===== src/rtl/nnrv_pkg.sv =====
// Shared definitions for the instruction/data bus arbiter: FSM state encoding
// and default widths.
package nnrv_pkg;

    localparam int DEF_ADDR_WIDTH = 8;
    localparam int DEF_XLEN       = 32;
    localparam int DEF_STARVE_MAX = 3;

    typedef enum logic [1:0] {
        ST_IDLE     = 2'd0,
        ST_BUSY_IF  = 2'd1,
        ST_BUSY_MEM = 2'd2
    } arb_state_t;

endpackage


===== src/rtl/nnrv_arb_prio.sv =====
// Fetch/load-store priority decision. MEM wins by default; with
// NNRV_ARB_STARVE_EN defined a saturating counter forces an IF grant after
// STARVE_MAX consecutive MEM grants made while IF was waiting.
import nnrv_pkg::*;

module nnrv_arb_prio #(
    parameter int STARVE_MAX = DEF_STARVE_MAX
) (
`ifdef NNRV_ARB_STARVE_EN
    input  logic clk,
    input  logic rst,
`endif
    input  logic arb_en,
    input  logic if_req,
    input  logic mem_req,
    output logic grant_if,
    output logic grant_mem
);

`ifdef NNRV_ARB_STARVE_EN
    localparam int CW = $clog2(STARVE_MAX + 1);

    logic [CW-1:0] starve_cnt;
    logic          starved;

    assign starved   = (starve_cnt == CW'(STARVE_MAX));
    assign grant_mem = arb_en & mem_req & ~(if_req & starved);
    assign grant_if  = arb_en & if_req & ~grant_mem;

    // Only MEM grants that actually held IF off count toward starvation.
    always_ff @(posedge clk) begin
        if (rst) begin
            starve_cnt <= '0;
        end else if (grant_if) begin
            starve_cnt <= '0;
        end else if (grant_mem && if_req && !starved) begin
            starve_cnt <= starve_cnt + CW'(1);
        end
    end
`else
    assign grant_mem = arb_en & mem_req;
    assign grant_if  = arb_en & if_req & ~mem_req;
`endif

endmodule


===== src/rtl/nnrv_bus_arb.sv =====
// Shares one memory port between instruction fetch and load/store. Each access
// is a single bus transaction followed by one IDLE cycle.
import nnrv_pkg::*;

module nnrv_bus_arb #(
    parameter int ADDR_WIDTH = DEF_ADDR_WIDTH,
    parameter int XLEN       = DEF_XLEN,
    parameter int STARVE_MAX = DEF_STARVE_MAX
) (
    input  logic                  i_clk,
    input  logic                  i_rst,
    input  logic                  i_if_req,
    input  logic [ADDR_WIDTH-1:0] i_if_addr,
    output logic                  o_if_gnt,
    output logic [XLEN-1:0]       o_if_rdata,
    output logic                  o_if_valid,
    input  logic                  i_mem_req,
    input  logic                  i_mem_we,
    input  logic [ADDR_WIDTH-1:0] i_mem_addr,
    input  logic [XLEN-1:0]       i_mem_wdata,
    output logic                  o_mem_gnt,
    output logic [XLEN-1:0]       o_mem_rdata,
    output logic                  o_mem_valid,
    output logic                  o_bus_ce,
    output logic                  o_bus_we,
    output logic [ADDR_WIDTH-1:0] o_bus_addr,
    output logic [XLEN-1:0]       o_bus_wdata,
    input  logic [XLEN-1:0]       i_bus_rdata,
    input  logic                  i_bus_ready
);

    arb_state_t state, state_n;
    logic       arb_en, grant_if, grant_mem;

    assign arb_en = (state == ST_IDLE);

    nnrv_arb_prio #(
        .STARVE_MAX (STARVE_MAX)
    ) u_prio (
`ifdef NNRV_ARB_STARVE_EN
        .clk       (i_clk),
        .rst       (i_rst),
`endif
        .arb_en    (arb_en),
        .if_req    (i_if_req),
        .mem_req   (i_mem_req),
        .grant_if  (grant_if),
        .grant_mem (grant_mem)
    );

    always_ff @(posedge i_clk) begin
        if (i_rst) state <= ST_IDLE;
        else       state <= state_n;
    end

    always_comb begin
        state_n = state;
        case (state)
            ST_IDLE: begin
                if (grant_mem)     state_n = ST_BUSY_MEM;
                else if (grant_if) state_n = ST_BUSY_IF;
            end
            ST_BUSY_IF, ST_BUSY_MEM: begin
                if (i_bus_ready) state_n = ST_IDLE;
            end
            default: state_n = ST_IDLE;
        endcase
    end

    // Bus and response registers; addr/we/wdata stay put after completion,
    // only o_bus_ce qualifies them.
    always_ff @(posedge i_clk) begin
        if (i_rst) begin
            o_if_gnt    <= 1'b0;
            o_if_valid  <= 1'b0;
            o_if_rdata  <= '0;
            o_mem_gnt   <= 1'b0;
            o_mem_valid <= 1'b0;
            o_mem_rdata <= '0;
            o_bus_ce    <= 1'b0;
            o_bus_we    <= 1'b0;
            o_bus_addr  <= '0;
            o_bus_wdata <= '0;
        end else begin
            o_if_gnt    <= 1'b0;
            o_if_valid  <= 1'b0;
            o_mem_gnt   <= 1'b0;
            o_mem_valid <= 1'b0;
            case (state)
                ST_IDLE: begin
                    if (grant_mem) begin
                        o_mem_gnt   <= 1'b1;
                        o_bus_ce    <= 1'b1;
                        o_bus_we    <= i_mem_we;
                        o_bus_addr  <= i_mem_addr;
                        o_bus_wdata <= i_mem_wdata;
                    end else if (grant_if) begin
                        o_if_gnt    <= 1'b1;
                        o_bus_ce    <= 1'b1;
                        o_bus_we    <= 1'b0;
                        o_bus_addr  <= i_if_addr;
                        o_bus_wdata <= '0;
                    end
                end
                ST_BUSY_IF: begin
                    if (i_bus_ready) begin
                        o_if_rdata <= i_bus_rdata;
                        o_if_valid <= 1'b1;
                        o_bus_ce   <= 1'b0;
                    end
                end
                ST_BUSY_MEM: begin
                    if (i_bus_ready) begin
                        if (!o_bus_we) o_mem_rdata <= i_bus_rdata;
                        o_mem_valid <= 1'b1;
                        o_bus_ce    <= 1'b0;
                    end
                end
                default: ;
            endcase
        end
    end

endmodule


===== config.mk =====
export PLATFORM = sky130hd
export DESIGN_NAME = nnrv_bus_arb
export DESIGN_NICKNAME = d
export VERILOG_FILES = /design/src/rtl/nnrv_pkg.sv /design/src/rtl/nnrv_arb_prio.sv /design/src/rtl/nnrv_bus_arb.sv
export SDC_FILE = /design/constraint.sdc
export NUM_CORES = 1
export LEC_CHECK = 0
export CAP_MARGIN = 25
export CORE_ASPECT_RATIO = 0.7
export CORE_MARGIN = 1.5
export CORE_UTILIZATION = 41
export DETAILED_ROUTE_END_ITERATION = 7
export PLACE_DENSITY = 0.84
export REMOVE_ABC_BUFFERS = 1
export SETUP_SLACK_MARGIN = 0.2
export SLEW_MARGIN = 20
export SYNTH_ARGS = -nofsm -noshare
export SYNTH_HDL_FRONTEND = slang
export SYNTH_HIERARCHICAL = 1
export SYNTH_SLANG_ARGS = --single-unit

===== constraint.sdc =====
create_clock -name i_clk -period 3.5 [get_ports i_clk]
set_clock_uncertainty 0.1 [all_clocks]
set_input_delay 0.525 -clock i_clk [delete_from_list [all_inputs] [get_ports i_clk]]
set_output_delay 0.525 -clock i_clk [all_outputs]
set_load 0.02 [all_outputs]

# After elaboration in Yosys (flattened, before gate mapping)
# Index checks and enable logic that the tools add are counted.
# word_totals
register_bits,112
in_bits,86
output_inout_bits,110
elab_cells,53
# classes
n_eq_ne,4
muxes,17
n_bitwise,8
n_reduce_logical,13
# ops
cell,n
$mux 32,2
$mux 8,2
$mux 1,8
$reduce_or 2->1,4
$mux 2,3
$reduce_and 2->1,3
$reduce_and 3->1,2
$not 1->1,5
$pmux 2 s2,1
$reduce_bool 2->1,2
$and 1x1->1,3
$ne 3x3->1 const B,1
$reduce_or 3->1,1
$eq 2x1->1 const B,1
$eq 2x2->1 const B,1
$logic_not 2->1,1
$ne 2x1->1 const B,1
$pmux 1 s2,1

# Logic depth before layout (Yosys ltp)
# Gate-level depths: netlist (run 1).
# depth
depth_word,6
mapped_depth,8
ltp_nobuf,6

# Cells and area by module
# Netlist (run 1), hierarchy kept.
# by_module_without_submodules
mod,instances,cells_per_inst,area_per_inst_um2,seq_area_each_um2
nnrv_bus_arb,1,424,3970.1,2242.2
nnrv_arb_prio,1,2,16.3,0.0

# Worst setup path after synthesis (run 1)
# Ideal clock, no wire load.
# synth_timing
path_kind,flip-flop to flip-flop
startpoint,register state[0]
endpoint,register o_bus_wdata[10]
setup_time_ns,0.059
t_arrival_ns,1.571
required_time_ns,3.341
setup_slack_ns,1.770
path_stages_with_launch,9
n_path_buf,2
period_less_slack_ns,1.730
path_cell_list,dfxtp_1 inv_1 ha_1 and2_2 o21a_1 buf_6 nor2_8 buf_6 a22o_1
# synth_between
word_cells_on_any_way,7
cone_classes,1 x mux; 3 x bitwise; 3 x reduce/logical
# synth_lines
item,line_no,rtl
start: declaration,nnrv_bus_arb.sv:32,"arb_state_t state, state_n;"
start signal: assignment,nnrv_bus_arb.sv:53,else state <= state_n;
$logic_not 2->1 *,nnrv_bus_arb.sv:35,assign arb_en = (state == ST_IDLE);
via arb_en,nnrv_bus_arb.sv:33,"logic arb_en, grant_if, grant_mem;"
$and 1x1->1 *,nnrv_arb_prio.sv:41,assign grant_mem = arb_en & mem_req;
via grant_mem,nnrv_bus_arb.sv:33,
$reduce_bool 2->1 (no source line),n/a,
$reduce_and 2->1 (no source line),n/a,
end signal: assignment,nnrv_bus_arb.sv:96,o_bus_wdata <= i_mem_wdata;
end: declaration,nnrv_bus_arb.sv:27,"output logic [XLEN-1:0] o_bus_wdata,"
# The timed path passes the listed nets; every way through them passes the cells marked *.
# A chain may end at the register's enable or synchronous reset.

# Worst setup path after layout (run 1)
# layout_timing
startpoint,register state[0]
endpoint,register o_bus_wdata[1]
# The elaborated chain is that of the path after synthesis.

==> results of run 1 <==
through the flow:
step / instances / instance area [um2]
6_report: 734 / 6240
3_5_place_dp: 719 / 5930
2_1_floorplan: 394 / 3790
5_1_grt: 734 / 6240
4_1_cts: 734 / 6240
3_3_place_gp: 719 / 5930
synth_stat cells (2+ instances only):
cell type  count
mux2i_1        8
ha_1           4
buf_4          5
nand2b_1       4
buf_2         11
and3b_1        2
nor3b_1        2
nand2_1      131
a211oi_2       8
a21oi_1       67
inv_1          2
nor2_1         8
clkbuf_1      10
a22o_1        33
nor2_2         2
dfxtp_1      112
buf_6          4
critical path: cells and delay by family, from the launching register on:
kind	cells	cell delay, ns
fa+ha+maj	1	0.31
buf+inv	1	0.09
compound gates	1	0.26
flops	1	0.35
simple gates	3	1.14
cell type report:
class                           instances  area, um2  area share, %
Sequential cell                       112       2240           35.9
Inverter                                2       7.51          0.120
Tap cell                              124        155           2.49
Multi-Input combinational cell        280       1540           24.7
Clock inverter                          5       63.8           1.02
Clock buffer                           10        239           3.83
Timing Repair Buffer                  201       1990           31.9
logic make-up (layout without fill, tap and decap cells):
family,after synthesis,in the layout,share of synthesized area (%)
AND/OR/NAND/NOR,156,156,16.4
multiplexers,8,8,2.01
AO/OA/AOI/OAI,112,112,18.9
adder cells (fa/ha/maj),4,4,1.26
buffers and inverters,34,218,5.18
flip-flops,112,112,56.2
sequential cells by signal, summed over array words and instances, names as in the netlist:
register and count:
o_bus_addr 8, o_bus_ce 1, o_bus_wdata 32, o_bus_we 1, o_if_gnt 1, o_if_rdata 32, o_if_valid 1, o_mem_gnt 1
o_mem_rdata 32, o_mem_valid 1, state 2
power by group:
group / leakage (uW) / internal, uW / switching (uW)
Sequential: 0.000911 / 1390 / 67.7
Clock: 0.000146 / 577 / 439
Combinational: 0.00118 / 393 / 420
metal layers:
metal / part of all wire, % / vias to the layer above / track usage, %
li1: - / 1789 / -
met2: 48 / 141 / 36.2
met1: 44 / 1711 / 26.7
met5: 0 / - / 0
met3: 6.7 / 8 / 4.65
met4: 1.1 / 0 / 5.45
path summary, 6_finish.rpt:
kind                  from              to  slack, ns  depth (start not counted)
max               state[0]  o_bus_wdata[1]       1.18                          6
min          o_if_rdata[3]   o_if_rdata[3]       0.35                          2
max reg2reg       state[0]  o_bus_wdata[1]       1.18                          6
min reg2reg  o_if_rdata[3]   o_if_rdata[3]       0.35                          2
==> run summary, run 1 <==
NumNets Final -> 696
mean area per synthesized cell -> 9.36 um2
Die Span Y -> 85.5 um
Netlist cell types -> 30
Max stage delay on crit path -> 0.60 ns
number of global-route vias before repair -> 3574
Die ar. -> 0.0103 mm2
Critical Path End Type -> flop
main flop type after synthesis -> dfxtp_1
fin worst setup slack -> 1.18 ns
synthesized area -> 0.00399 mm2
total global routing overflow -> 0
largest fanout on the critical path -> 34
DRC viols -> 0
n_diodes -> 0
unrepaired setup endpoints after global routing -> no
starting DRC count in detailed routing -> 214
hpwl dp -> 7980 um
Routed WL -> 11000 um
slew margin rel. -> 49.7%
Layout fillers -> 716
post-place setup slack -> 0.978 ns
Die W -> 121 um
Tmin final -> 2.32 ns
commonest non-fill, non-tap cell in the layout -> clkdlybuf4s50_1
Synth area leader -> dfxtp_1
Least-Margin Pin Slew -> 0.753 ns
Final Hold Fails -> 0
routed vias/inst -> 4.97
Synth Register Bits -> 112
Pins Over Slew Limit -> 0
Pwr per Cell Area -> 527 mW/mm2
core box area -> 0.00925 mm2
clk root buf -> clkbuf_16
EDFF count, synth -> 0
Routed wire per std cell -> 15.0 um
outcome -> finished clean
register area share after synthesis -> 56.2%
antenna violations before repair -> 0
layout cell share with drive strength beyond 1 -> 5.74%
final design utilization -> 67.4%
FMAX -> 430 MHz
Max VDD drop -> 0.370 mV
Final Setup Violations -> 0
Hold Slack -> 0.353 ns
Detail Route Antenna Nets -> 0
YS warnings -> 6
CTS Buffer Depth -> 2
Critical Path Source Type -> flop
clock slew at reported path FFs -> 0.07 ns
row cnt -> 29
max-cap check violation count -> 0
asr flop ratio synth -> 0%
CP max stage cell -> nor2_4
Post-CTS Hold Fix Bufs -> 0
All-Layer GR Usage -> 20.9%
Area Overhead vs Synth -> 56.5%
PortBufs -> 195
Final GP Congestion -> 0.790
final setup TNS -> 0 ns
total CTS buffers -> 9
later-pin clock latency in the skew report -> 0.33 ns
Initial Util -> 43.1%
post_cts resized -> 0
CTS tree -> done
Critical Path RT -> 3.67 ns
TritonRoute pass-1 iters -> 4
htree depth -> 3
DR vias -> 3649
leakage power -> 0.00223 uW
Post-Synthesis Cells -> 426
fin crit share -> 66.4%
largest net degree at the start of global routing -> 74
first-pass GRT wire length -> 17400 um
top-area cell type share of the netlist area -> 56.2%
Ports -> 196
most frequent cells in the layout -> clkdlybuf4s50_1, nand2_1, dfxtp_1, a21oi_1, a22o_1
critical path class -> reg2reg
ranking of synthesized cells by area -> dfxtp_1, nand2_1, a21oi_1
Total Power -> 3290 uW
post-CTS setup buffer count -> 0
CP cell instances -> inv_1 -> ha_1 -> and2_2 -> nand2_1 -> nor2_4 -> a22o_1
clk sinks -> 112
Hold Crit Class -> reg2reg
Critical Path AT -> 2.49 ns
Power figures use the tool's default switching activity.
==> inputs of run 2 (changes only) <==
CORE_UTILIZATION = 40   (was 41)
PLACE_DENSITY = 0.83   (was 0.84)
clock period = 2.25 ns   (was 3.5 ns; I/O delays follow)
==> run 2 against run 1 <==
  * Cell area increased by 1.2%
  * Via count up 0.77%
  * Clock power is 54% higher
  * Core utilization down 2.2 points
==> run summary, run 2 (synthesized netlist as in run 1, its figures left out) <==
CTS Buffer Depth -> 2 (unchanged)
largest fanout on the critical path -> 33 (-2.9%)
largest net degree at the start of global routing -> 57 (-23%)
total CTS buffers -> 9 (unchanged)
final setup TNS -> 0 ns (unchanged)
All-Layer GR Usage -> 21.4% (+0.42 points)
Pwr per Cell Area -> 814 mW/mm2 (+55%)
routed vias/inst -> 4.94 (-0.72%)
Initial Util -> 41.2% (-1.9 points)
Die ar. -> 0.0106 mm2 (+2.4%)
internal power -> 3670 uW (+55%)
outcome -> finished clean
Die W -> 122 um (+1.2%)
FF-to-FF Start -> state[1]
Tmin final -> 1.96 ns (-0.365 ns)
clock slew at reported path FFs -> 0.07 ns (about the same)
Pins Over Slew Limit -> 0 (unchanged)
n_diodes -> 0 (unchanged)
unrepaired setup endpoints after global routing -> yes
critical path class -> reg2reg
Least-Margin Pin Slew -> 0.704 ns (-0.0487 ns)
Total Power -> 5140 uW (+56%)
P_sw -> 1470 uW (+59%)
Ports -> 196 (unchanged)
CP cell instances -> inv_1 -> ha_1 -> and2_2 -> o21a_1 -> nor2_8 -> a22o_1
Critical Path End Type -> flop
layout cell share with drive strength beyond 1 -> 6.97% (+1.2 points)
commonest non-fill, non-tap cell in the layout -> clkdlybuf4s50_1
Reg2Reg Setup Slack -> 0.29 ns (-0.88 ns)
Final Hold Fails -> 0 (unchanged)
CP max stage cell -> nor2_8
core box area -> 0.00968 mm2 (+4.7%)
Final GP Congestion -> 0.772 (-2.3%)
number of global-route vias before repair -> 3587 (+0.36%)
register share of total power -> 44.1% (-0.2 points)
Detail Route Antenna Nets -> 0 (unchanged)
Final Setup Violations -> 0 (unchanged)
Hold Crit Class -> reg2reg
clk sinks -> 112 (unchanged)
row cnt -> 30 (+3.4%)
biggest regs -> o_bus_wdata x32, o_if_rdata x32, o_mem_rdata x32
leakage power -> 0.00228 uW (+1.9%)
max-cap check violation count -> 0 (unchanged)
starting DRC count in detailed routing -> 360 (+68%)
CTS tree -> done
hold depth -> 2 (unchanged)
Critical Path RT -> 2.43 ns (-1.24 ns)
end of the worst register-to-register path -> o_bus_wdata[29]
hpwl dp -> 8320 um (+4.2%)
NumNets Final -> 703 (+1.0%)
DRC viols -> 0 (unchanged)
most frequent cells in the layout -> clkdlybuf4s50_1, nand2_1, dfxtp_1, a21oi_1, a22o_1
Clock Power Share -> 30.5% (-0.4 points)
Reg2Reg Depth -> 6 (unchanged)
Critical Path Source Type -> flop
Area Overhead vs Synth -> 58.4%
Hold EP -> o_mem_rdata[20]
combinational share of power -> 25.4% (+0.7 points)
Max VDD drop -> 0.513 mV (+39%)
min-delay src -> o_mem_rdata[20]
fin crit share -> 87.0% (+21 points)
Routed wire per std cell -> 15.4 um (+3.0%)
clk root buf -> clkbuf_16
DR vias -> 3677 (+0.77%)
Max stage delay on crit path -> 0.38 ns (-0.22 ns)
Sw Ratio -> 28.7% (+0.47 points)
TritonRoute pass-1 iters -> 5 (+1)
antenna violations before repair -> 0 (unchanged)
Die Span Y -> 86.5 um (+1.2%)
first-pass GRT wire length -> 17600 um (+0.91%)
PortBufs -> 195 (unchanged)
Critical Path AT -> 2.14 ns (-0.35 ns)
slew margin rel. -> 53.1% (+3.4 points)
FMAX -> 511 MHz (+19%)
Post-CTS Hold Fix Bufs -> 0 (unchanged)
htree depth -> 3 (unchanged)
total global routing overflow -> 0 (unchanged)
later-pin clock latency in the skew report -> 0.34 ns (about the same)
Routed WL -> 11500 um (+4.5%)
## run 2: final cells by class
cell class	instances	area, um2
fillers	753	3370
clock inverters	6	70.1
multi-input cells	280	1540
flip-flops and latches	112	2240
repair buffers	208	2070
clock buffers	9	225
inverters	2	7.51
well taps	128	160
## run 2: how the worst max path moves through the flow
stage	from	end	slack [ns]	cells past startpoint
floorplan	state[1]	o_bus_we	0.06	6
global placement	i_mem_req	o_bus_addr[2]	0.24	6
detailed placement	i_mem_req	o_bus_addr[1]	0.18	6
CTS	state[0]	o_bus_wdata[29]	0.23	6
global route	state[0]	o_bus_wdata[10]	0.18	6
finish	state[1]	o_bus_wdata[29]	0.29	6
## run 2: through the flow
step / instance area, um2 / cells / setup WS, ns / util (%) / hold slack (ns)
4_1_cts: 6310 / 745 / 0.231 / 65.2 / 0.357
3_5_place_dp: 6020 / 730 / 0.177 / 62.1 / 0.347
6_report: 6310 / 745 / 0.292 / 65.2 / 0.354
2_1_floorplan: 3790 / 394 / 0.0564 / - / 0.302
3_3_place_gp: 6020 / 730 / 0.245 / 62.1 / 0.341
5_1_grt: 6310 / 745 / 0.176 / 65.2 / 0.375
## run 2: critical path, delay by kind of cell, from the launching register on
family,cells,cell delay (ns)
simple gates,2,0.65
compound gates,2,0.48
flops,1,0.36
fa+ha+maj,1,0.21
buf+inv,1,0.09
## run 2: routing by layer
| layer | global-route usage (%) | routed length [um] | vias up |
|---|---|---|---|
| li1 | - | - | 1809 |
| met1 | 26.4 | 4910 | 1707 |
| met2 | 35.7 | 5470 | 148 |
| met3 | 6.58 | 945 | 13 |
| met4 | 6.98 | 148 | 0 |
| met5 | 0 | 0 | - |
## run 2: power by group through the flow
stage | combinational [uW] | sequential [uW] | clock, uW
floorplan | 410 | 2500 | 0
global placement | 1270 | 2300 | 0
detailed placement | 1310 | 2300 | 0
CTS | 1310 | 2260 | 1620
global route | 1390 | 2290 | 1680
finish | 1310 | 2270 | 1570
## run 2: what timing repair did
item | 4_1_cts | 5_1_grt
buffers inserted | 0 | 0
endpoints found under the setup margin | 0 | 34
gates resized for setup | 0 | 1
